--- config.mk ---
export PLATFORM = sky130hd
export DESIGN_NAME = serial_adder_flat
export DESIGN_NICKNAME = d
export VERILOG_FILES = /design/src/rtl/serial_adder_pkg.sv /design/src/rtl/serial_adder_if.sv /design/src/rtl/serial_adder_full_add_bit.sv /design/src/rtl/serial_adder.sv /design/src/flat_wrapper.sv
export SDC_FILE = /design/constraint.sdc
export NUM_CORES = 1
export LEC_CHECK = 0
export ABC_AREA = 1
export CAP_MARGIN = 20
export CORE_UTILIZATION = 52
export DETAILED_ROUTE_END_ITERATION = 16
export MAX_ROUTING_LAYER = met4
export PLACE_DENSITY = 0.86
export SYNTH_ARGS = -nofsm -noshare
export SYNTH_HDL_FRONTEND = slang
export SYNTH_SLANG_ARGS = --single-unit
--- constraint.sdc ---
create_clock -name clk -period 1.5 [get_ports clk]
set_input_delay 0.3 -clock clk [delete_from_list [all_inputs] [get_ports clk]]
set_output_delay 0.3 -clock clk [all_outputs]
set_load 0.01 [all_outputs]
--- src/rtl/serial_adder_pkg.sv ---
// Shared types and sizing helpers for the bit-serial adder.
package serial_adder_pkg;

  typedef enum logic [1:0] {
    IDLE = 2'd0,
    RUN  = 2'd1,
    DONE = 2'd2
  } state_t;

  // Bit counter width: just enough to count 0..WIDTH-1.
  function automatic int cnt_w(input int width);
    return $clog2(width);
  endfunction

endpackage

--- src/rtl/serial_adder_if.sv ---
// Start/busy/done handshake bundle for the serial adder.
interface serial_adder_if #(
  parameter int WIDTH = 8
);
  logic             start;
  logic [WIDTH-1:0] a;
  logic [WIDTH-1:0] b;
  logic             cin;
  logic             busy;
  logic             done;
  logic [WIDTH-1:0] sum;
  logic             cout;

  modport master (
    output start, a, b, cin,
    input  busy, done, sum, cout
  );

  modport slave (
    input  start, a, b, cin,
    output busy, done, sum, cout
  );
endinterface

--- src/rtl/serial_adder_full_add_bit.sv ---
// One-bit full adder built from gate primitives (xor/xor sum, and/and/or carry).
module full_add_bit (
  input  logic a,
  input  logic b,
  input  logic cin,
  output logic s,
  output logic co
);
  logic t, g, p;

  xor x0 (t, a, b);
  xor x1 (s, t, cin);
  and a0 (g, a, b);
  and a1 (p, t, cin);
  or  o0 (co, g, p);
endmodule

--- src/rtl/serial_adder.sv ---
// Bit-serial adder: one full-adder cell and a carry FF, LSB first, one bit per clock.
module serial_adder
  import serial_adder_pkg::*;
#(
  parameter int WIDTH = 8
) (
  input  logic           clk,
  input  logic           rst,
  serial_adder_if.slave  bus
);
  localparam int CW = cnt_w(WIDTH);
  localparam logic [CW-1:0] LAST = CW'(WIDTH - 1);

  state_t           state_q, state_d;
  logic [WIDTH-1:0] a_sr, b_sr, acc;
  logic [WIDTH-1:0] sum_q;
  logic             carry, cout_q, done_q;
  logic [CW-1:0]    cnt;
  logic             s, co;
  logic             accept, last;

  full_add_bit u_fa (
    .a   (a_sr[0]),
    .b   (b_sr[0]),
    .cin (carry),
    .s   (s),
    .co  (co)
  );

  // State register.
  always_ff @(posedge clk or posedge rst) begin
    if (rst) state_q <= IDLE;
    else     state_q <= state_d;
  end

  // Next state; start is only honoured when not in RUN.
  always_comb begin
    state_d = state_q;
    accept  = 1'b0;
    last    = 1'b0;
    case (state_q)
      IDLE: begin
        if (bus.start) begin
          accept  = 1'b1;
          state_d = RUN;
        end
      end
      RUN: begin
        if (cnt == LAST) begin
          last    = 1'b1;
          state_d = DONE;
        end
      end
      DONE: begin
        accept  = bus.start;
        state_d = bus.start ? RUN : IDLE;
      end
      default: state_d = IDLE;
    endcase
  end

  // Datapath: load on accept, shift one bit per RUN cycle, publish on the last bit.
  always_ff @(posedge clk or posedge rst) begin
    if (rst) begin
      a_sr   <= '0;
      b_sr   <= '0;
      acc    <= '0;
      carry  <= 1'b0;
      cnt    <= '0;
      sum_q  <= '0;
      cout_q <= 1'b0;
      done_q <= 1'b0;
    end else begin
      done_q <= last;
      if (accept) begin
        a_sr  <= bus.a;
        b_sr  <= bus.b;
        carry <= bus.cin;
        cnt   <= '0;
      end else if (state_q == RUN) begin
        a_sr  <= a_sr >> 1;
        b_sr  <= b_sr >> 1;
        acc   <= {s, acc[WIDTH-1:1]};
        carry <= co;
        // Counter wraps to 0 on the last bit so it never exceeds WIDTH-1.
        cnt   <= last ? '0 : cnt + CW'(1);
        if (last) begin
          sum_q  <= {s, acc[WIDTH-1:1]};
          cout_q <= co;
        end
      end
    end
  end

  assign bus.busy = (state_q == RUN);
  assign bus.done = done_q;
  assign bus.sum  = sum_q;
  assign bus.cout = cout_q;
endmodule

--- src/flat_wrapper.sv ---
// flat-port wrapper written by rule: the top's interface ports become plain ports
module serial_adder_flat import serial_adder_pkg::*;
#(
  parameter int WIDTH = 8
)
  (clk, rst, bus_start, bus_a, bus_b, bus_cin, bus_busy, bus_done, bus_sum, bus_cout);
  serial_adder_if #(.WIDTH(WIDTH)) bus_i ();
  input  logic clk;
  input  logic rst;
  input wire logic [$bits(bus_i.start)-1:0] bus_start;
  input wire logic [$bits(bus_i.a)-1:0] bus_a;
  input wire logic [$bits(bus_i.b)-1:0] bus_b;
  input wire logic [$bits(bus_i.cin)-1:0] bus_cin;
  output wire logic [$bits(bus_i.busy)-1:0] bus_busy;
  output wire logic [$bits(bus_i.done)-1:0] bus_done;
  output wire logic [$bits(bus_i.sum)-1:0] bus_sum;
  output wire logic [$bits(bus_i.cout)-1:0] bus_cout;
  assign bus_i.start = bus_start;
  assign bus_i.a = bus_a;
  assign bus_i.b = bus_b;
  assign bus_i.cin = bus_cin;
  assign bus_busy = bus_i.busy;
  assign bus_done = bus_i.done;
  assign bus_sum = bus_i.sum;
  assign bus_cout = bus_i.cout;
  serial_adder #(.WIDTH(WIDTH)) u_core (.clk(clk), .rst(rst), .bus(bus_i));
endmodule
After elaboration in Yosys (flattened, before gate mapping). Cells that the tools add are included.

Mux-type cells: 17. Eq/ne operators: 5. Bitwise operators: 6. Add/subtract/negate cells: 1. Reductions and logical operators: 5.

Operator list (number): two-way mux 8 bit (4); two-way mux 3 bit (3); two-way mux 1 bit (6); one-hot mux 2 bit (3 select lines) (1); two-way mux 2 bit (2); AND reduction 2 bit (2); adder 3 x 1 -> 3 bit, second input constant (1); == test 3 bit, second input constant (1); AND reduction 3 bit (1); bitwise AND 1 bit (2); == test 2 x 1 -> 1 bit, second input constant (1); == test 2 bit, second input constant (1); zero test 2 bit (1); != test 2 x 1 -> 1 bit, second input constant (1); != test 2 bit, second input constant (1); one-hot mux 1 bit (2 select lines) (1); nonzero test 2 bit (1); XOR 1 bit (2); inverter 1 bit (1); bitwise OR 1 bit (1).

Output and inout port bits: 11. Bits of input ports: 20. Word-level logic and storage cells: 43. Bits in registers: 40.

Depth between registers and ports, before layout. Gate-level depths: netlist (run 1).

Word-level depth: 6. Gate-level depth with buffers: 8. Mapped depth without buffers: 6.

Modules after synthesis. A second synthesis (run 1) with hierarchy kept.

Cells, all modules: 215. Area, all modules: 1800.5 sq um.

Modules (own cells, without submodules): serial_adder (cells each 214, instances 1, area an instance 1780.5 sq um, sequential area each 975.9 sq um); full_add_bit (cells each 1, instances 1, area an instance 20.0 sq um, sequential area each 0.0 sq um).

Least setup slack after synthesis (run 1). OpenSTA, ideal clock, no wires.

Kind: register -> register. Start point: register u_core.cnt[0]. End point: register u_core.cout_q, in the netlist u_core.bus.cout. Required time: 1.379 ns. Stages on the path, launching flop included: 6. Slack: 0.299 ns. Arrival: 1.081 ns. Cells stage by stage: dfrtp_1 > ha_1 > ha_1 > nand2_4 > buf_6 > o21ai_1.

Cells in the longest elaborated chain, start to end: 4.

Ends and longest elaborated chain: start: declaration (RTL line serial_adder.sv:18) `logic [CW-1:0] cnt;`; start signal: assignment (RTL line serial_adder.sv:86) `cnt <= last ? '0 : cnt + CW'(1);`; == test 3 bit (RTL line serial_adder.sv:49) `if (cnt == LAST) begin`; two-way mux 1 bit (RTL line serial_adder.sv:49); two-way mux 1 bit (RTL line serial_adder.sv:41) `case (state_q)`; AND reduction 3 bit (no source line); end signal: assignment (RTL line serial_adder.sv:89) `cout_q <= co;`; end: declaration (RTL line serial_adder.sv:17) `logic carry, cout_q, done_q;`.

No other way between the ends. A chain may end at the register's enable or synchronous reset.

Final worst setup path (run 1).
Start point: register u_core.state_q[1]. End point: output bus_busy.

Cells in the longest elaborated chain, start to end: 1.

Ends and longest elaborated chain: start: declaration (RTL line serial_adder.sv:14) `state_t state_q, state_d;`; start signal: assignment (RTL line serial_adder.sv:33) `else state_q <= state_d;`; == test 2 x 1 -> 1 bit (RTL line serial_adder.sv:95) `assign bus.busy = (state_q == RUN);`; end: declaration (RTL line flat_wrapper.sv:14) `output wire logic [$bits(bus_i.busy)-1:0] bus_busy;`.

No other way between the ends.

==> metrics.md, run 1 <==
| Metric | Value |
|---|---|
| Layout cell share with drive strength beyond 1 | a little over a tenth |
| RePlAce Congestion | 0.776 |
| # rows | 20 |
| Hold Fails Final Rpt | 0 |
| PwrDens | 1840 mW/mm^2 |
| Post-synthesis sequential area ratio | 54.2% |
| P&R area growth vs syn | 25.0% |
| Final period demand of the worst path | 1.35 ns |
| Largest fanout on the critical path | 2 |
| Number of global-route vias before repair | 1334 |
| Largest cells by area after synthesis | dfrtp_1 54%, nand2_1 16%, inv_1 7.1%, nand3_1 6.1%, o21ai_0 2.5% |
| Core box area | 0.00318 sq mm |
| Slew margin rel. | 87.1% |
| Most common flop cell mapped by yosys | dfrtp_1 |
| Post-Syn Area | 0.00180 sq mm |
| Clk_lat worst skew | 0.35 ns |
| Avg Inst Size Synth | 8.41 sq um |
| Vias per Instance | 4.74 |
| NumNets Final | 278 |
| Vias post-DR | 1423 |
| Top cell type's share of synthesized area | 54.2% |
| First-pass GRT wire length | 5490 um |
| DP Worst Slack | 0.0795 ns |
| CP Class | register to output port |
| Yosys cell types | 19 |
| Met3 WL post-DR | 135 um |
| Most common cell in the synthesized netlist | nand2_1 |
| Post-synth EDFFs | 0 |
| Crit start category | register |
| R2r startpoint | u_core.cnt[0] |
| Die area | around 0.0037 sq mm |
| Max-cap violations | 0 |
| FF+latch area | 976 sq um |
| CTS sink count | 39 |
| Fin crit share | between 90% and 100% |
| Initial Util | between 50% and 60% |
| Crit end category | output port |
| Unrepaired setup endpoints after global routing | no |
| Number of DRC markers in iteration 0 | 55 |
| Clock-pin slew on the worst setup and hold paths | 0.13 ns |
| Outcome | finished, final reports clean |
| Die Y | 60.8 um |
| Commonest cells in the netlist | 79 x nand2_1, 39 x dfrtp_1, 34 x inv_1 |
| Synthesized Nets | 237 |
| Largest net degree at the start of global routing | 40 |
| Drt total wl | roughly 3200 um |
| Clock tree buffer depth | 2 |
| Yosys reg bits | 39 |
| Die Width | 60.8 um |
| Fin Setup TNS | 0 ns |
| CP Data Required Time | 1.20 ns |
| Met2 wire length | about 1500 um |
| Crit path launch | u_core.state_q[1] |
| Initial antenna violation count | 0 |
| Clk root buf | clkbuf_4 |
| Hold Crit Class | input port to async pin |
| Routed WL per cell | 10.8 um |
| Worst path arrival time | around 1.1 ns |
| Final HPWL DP | 2310 um |
| Cell count after synthesis | 214 |
| Ys Warns | 0 |
| Final Slew Violations | 0 |
| H-tree depth | 2 |
| N_diodes | 0 |
| Setup-failing EPs final | 0 |
| Residual DRC | 0 |
| Fin Clk Skew | 0.00816 ns |
| Final ANT Viol Nets | 0 |
| DR pass1 iterations | 4 |
| Maximum vdd drop | about 1000 uV |
| TritonCTS clock tree | built |
| GR Util All Layers | around 22% |
| Grt ovf | 0 |
| Async set-reset flop share out of synthesis | 100% |
| TritonCTS Buffers | 5 |
| Worst slew pin tran | about 0.19 ns |
| Top Ports | 31 |
| WL met1 | ~1500 um |
| P_leak | 1.23 nW |
| Synth area leader | dfrtp_1 |
| IO Port Bufs | 30 |
| Fillcell total | about 270 |
| Fin worst setup slack | 0.146 ns |
| Max Freq | 738 MHz |
| DR top layer | met4 |
| Area occupied by multi-input gates | about 630 sq um |
## worst max-delay path: stages (launching register included)
cell      delay (ns)
dfrtp_1         0.43
nor2_4          0.13
clkbuf_2        0.14
## sequential cells by signal, indices dropped and copies added (netlist names)
register / flops
u_core.bus.sum: 8
u_core.b_sr: 8
u_core.bus.cout: 1
u_core.carry: 1
u_core.a_sr: 8
u_core.state_q: 2
u_core.acc: 7
u_core.cnt: 3
u_core.bus.done: 1
## power breakdown
part           total (W)  switching (W)  leakage, nW  internal, W
logic            0.00182        0.00104        0.715     0.000780
clock network   0.000542       0.000363       0.0272     0.000179
registers        0.00177       0.000249        0.489      0.00152
total            0.00413        0.00165         1.23      0.00248
## path summary, 6_finish.rpt
| path | endpoint | slack, ns | cells after the start |
|---|---|---|---|
| max | bus_busy | 0.15 | 2 |
| min | u_core.bus.sum[2] | 0.28 | 3 |
| max reg2reg | u_core.bus.sum[0] | 0.15 | 6 |
| min reg2reg | u_core.bus.sum[0] | 0.48 | 2 |
| max in group asynchronous | u_core.b_sr[7] | 1.03 | 3 |
| min in group clk | u_core.a_sr[7] | 0.48 | 3 |
## final cells by class
class	count	share of cell area, %
inverters	37	6.28
multi-input cells	131	28.0
flip-flops and latches	39	43.4
clock inverters	3	0.890
clock buffers	5	1.67
well taps	44	2.45
repair buffers	41	17.4
## logic make-up (layout without fill, tap and decap cells)
logic type	count (synthesis)	in the layout	share of synthesized area [%]
buffers and inverters	44	86	10.8
flip-flops	39	39	54.2
AO/OA/AOI/OAI	17	17	4.73
AND/OR/NAND/NOR	111	111	27.7
adder cells (fa/ha/maj)	3	3	2.50
## layer usage
metal / GRT usage (%) / up-vias
li1: - / 733
met1: 24.8 / 642
met2: 35.2 / 38
met3: 6.40 / 10
met4: 8.77 / 0
met5: - / -
## metrics by stage
stage | power, W | instances | instance area, sq um | hold slack (ns) | util, %
floorplan | 0.00302 | 214 | 1800 | 0.417 | -
global placement | 0.00363 | 291 | 2200 | 0.456 | 69.3
detailed placement | 0.00373 | 291 | 2200 | 0.464 | 69.3
CTS | 0.00418 | 300 | 2250 | 0.273 | 70.9
global route | 0.00452 | 300 | 2250 | 0.284 | 70.8
finish | 0.00413 | 300 | 2250 | 0.278 | 70.8
## cell usage in the layout (no fill, tap or decap)
| cell | count |
|---|---|
| o21ai_1 | 8 |
| nor2_4 | 1 |
| nand4_1 | 2 |
| dfrtp_1 | 39 |
| inv_4 | 1 |
| dlygate4sd2_1 | 10 |
| inv_2 | 2 |
| nand2_8 | 2 |
| nor2_1 | 3 |
| clkdlybuf4s50_1 | 19 |
| buf_12 | 2 |
| clkinv_2 | 1 |
| clkbuf_2 | 1 |
| nand2_2 | 1 |
| inv_1 | 34 |
| nand3_1 | 22 |
| clkbuf_4 | 5 |
| buf_4 | 9 |
| nand2_4 | 1 |
| fa_1 | 1 |
| nand2_1 | 79 |
| ha_1 | 2 |
| o21ai_0 | 9 |
| clkinvlp_4 | 2 |
## timing repair
item,4_1_cts,5_1_grt
setup buffers,1,0
hold buffers,0,0
endpoints found under the setup margin,11,1
pin swaps,0,0
gates resized for setup,12,1
cloned,0,0
(Power assumes the default switching activity.)
==> run 2: changes to the inputs <==
PLACE_DENSITY = 0.79   (was 0.86)
SLEW_MARGIN = 0   (was not set)
clock period = 1.3 ns   (was 1.5 ns; I/O delays follow)
==> run 2 against run 1 <==
Compared with the run above: first-iteration DRC count decreased by 1.8%; via count increased by 2.8%; power increased by 26%; setup slack got worse by 0.14 ns; die area unchanged; core utilization increased by 3.9 points; global-route usage increased by 0.95 points; register-to-register slack got worse by 0.096 ns; sequential power increased by 16%; cell area increased by 5.6%; critical path type unchanged; largest cell class unchanged; highest routed layer unchanged.
==> metrics.md, run 2 (synthesized netlist as in run 1, its figures left out) <==
| Metric | Value |
|---|---|
| Layout cell share with drive strength beyond 1 | around 15% |
| Core box area | 0.00318 sq mm |
| R2R Path End | u_core.acc[7] |
| Crit end category | output port |
| Final HPWL DP | 2430 um |
| GR Util All Layers | about 22% |
| Crit start category | register |
| Number of global-route vias before repair | 1297 |
| Levels on crit path | 3 |
| Crit-path max cell delay | 0.39 ns |
| Vias post-DR | 1463 |
| Flop-to-flop setup slack | 0.05 ns |
| Finished Core Util | 74.7% |
| Final Slew Violations | 0 |
| Routed WL per cell | ~11 um |
| CTS sink count | 39 |
| Vias per Instance | around 4.7 |
| Crit path launch | u_core.state_q[0] |
| Worst slew pin tran | 0.202 ns |
| Met1 GRT Util | between 20 and 30% |
| Cell chain of the critical path | inv_2 > nor2_4 > buf_6 |
| P_leak | about 1.3 nW |
| Worst path arrival time | 1.03 ns |
| Post-placement cell count | 294 |
| Clk_lat worst skew | around 0.35 ns |
| Max-cap violations | 0 |
| Max Freq | 775 MHz |
| Worst R2R Path Depth | 3 |
| PwrDens | 2190 mW/mm^2 |
| Initial Util | 56.6% |
| Largest fanout on the critical path | 2 |
| Largest net degree at the start of global routing | 40 |
| Grt ovf | 0 |
| RePlAce Congestion | roughly 0.78 |
| Hold Buf Count CTS | 0 |
| Number of DRC markers in iteration 0 | 54 |
| Final period demand of the worst path | 1.29 ns |
| Outcome | finished, final reports clean |
| Fin crit share | between 90% and 100% |
| NumNets Final | between 200 and 300 |
| Slew margin rel. | 86.5% |
| # rows | 20 |
| Final ANT Viol Nets | 0 |
| Fin worst setup slack | 0.00886 ns |
| Most used routing layer | met2 |
| Final Power | 0.00519 W |
| CP Class | register to output port |
| DP Worst Slack | -0.0979 ns |
| Drt total wl | about 3500 um |
| IO Port Bufs | 30 |
| First-pass GRT wire length | 5720 um |
| Commonest non-fill, non-tap cell in the layout | nand2_1 |
| CP Data Required Time | approximately 1.0 ns |
| Die Y | 60.8 um |
| GR Util met2 | 35.5% |
| H-tree depth | 2 |
| Post-Layout Cell Count | 309 |
| Clock tree buffer depth | 2 |
| P&R area growth vs syn | 32.0% |
| R2r startpoint | u_core.a_sr[0] |
| Most frequent cells in the layout | 79 x nand2_1, 39 x dfrtp_1, 34 x inv_1 |
| Fin Clk Skew | ~0.012 ns |
| Hold Fails Final Rpt | 0 |
| Hold Crit Class | input port to async pin |
| Maximum vdd drop | 1300 uV |
| DR pass1 iterations | 4 |
| TritonCTS clock tree | built |
| Clk root buf | clkbuf_4 |
| Fin Setup TNS | 0 ns |
| Slowest stage cell, crit path | dfrtp_1 |
| Residual DRC | 0 |
| Largest delay share family, worst path | flip-flops |
| N_diodes | 0 |
| Critical Path End | bus_busy |
| Met3 Track Usage GR | 5.12% |
| Die Width | 60.8 um |
| Top Ports | 31 |
| Setup-failing EPs final | 0 |
| Unrepaired setup endpoints after global routing | yes |
| TritonCTS Buffers | 5 |
| Die area | 0.00370 sq mm |
| Initial antenna violation count | 0 |
| Worst path buffer plus inverter count | 2 |
| Clock-pin slew on the worst setup and hold paths | 0.12 ns |
## run 2: final cells by class
| type | instances | area, sq um |
|---|---|---|
| Inverter | 37 | 144 |
| Timing Repair Buffer | 50 | 474 |
| Clock inverter | 3 | 43.8 |
| Fill cell | 255 | 803 |
| Multi-Input combinational cell | 131 | 644 |
| Sequential cell | 39 | 976 |
| Tap cell | 44 | 55.1 |
| Clock buffer | 5 | 37.5 |
## run 2: per-stage QoR
step	instance area, sq um	hold slack [ns]
6_report	2370	0.246
5_1_grt	2370	0.249
4_1_cts	2300	0.248
3_5_place_dp	2220	0.463
3_3_place_gp	2220	0.458
2_1_floorplan	1800	0.377
## run 2: how the worst min path moves through the flow
stage / start / endpoint / cells past startpoint
2_1_floorplan: bus_a[7] / u_core.a_sr[7] / 2
3_3_place_gp: u_core.a_sr[7] / u_core.a_sr[7] / 2
3_5_place_dp: u_core.a_sr[7] / u_core.a_sr[7] / 2
4_1_cts: rst / u_core.bus.sum[2] / 3
5_1_grt: rst / u_core.acc[2] / 3
6_report: rst / u_core.acc[2] / 3
## run 2: timing repair
action / in CTS / in global routing
buffers inserted: 1 / 5
pin swaps: 1 / 1
endpoints found under the setup margin: 11 / 29
cloned: 0 / 1
resized for setup: 15 / 16
## run 2: worst register-to-register path: cells and delay by family (launching register included)
family                     cells  cell delay (ns)
buffers and inverters          1             0.05
adders and majority gates      1             0.54
AOI/OAI and AO/OA              1             0.16
DFF                            1             0.43
## run 2: per-layer routing
layer | up-vias | routed length, um
met5 | - | 0
met1 | 673 | 1670
met3 | 8 | 126
li1 | 749 | -
met4 | 0 | 53
met2 | 33 | 1690
## run 2: power breakdown
group	leakage, nW	switching (W)	total, W	internal, W
Clock	0.0452	0.000414	0.000819	0.000405
Sequential	0.489	0.000296	0.00205	0.00176
Combinational	0.748	0.00128	0.00232	0.00104
Total	1.28	0.00199	0.00519	0.00320
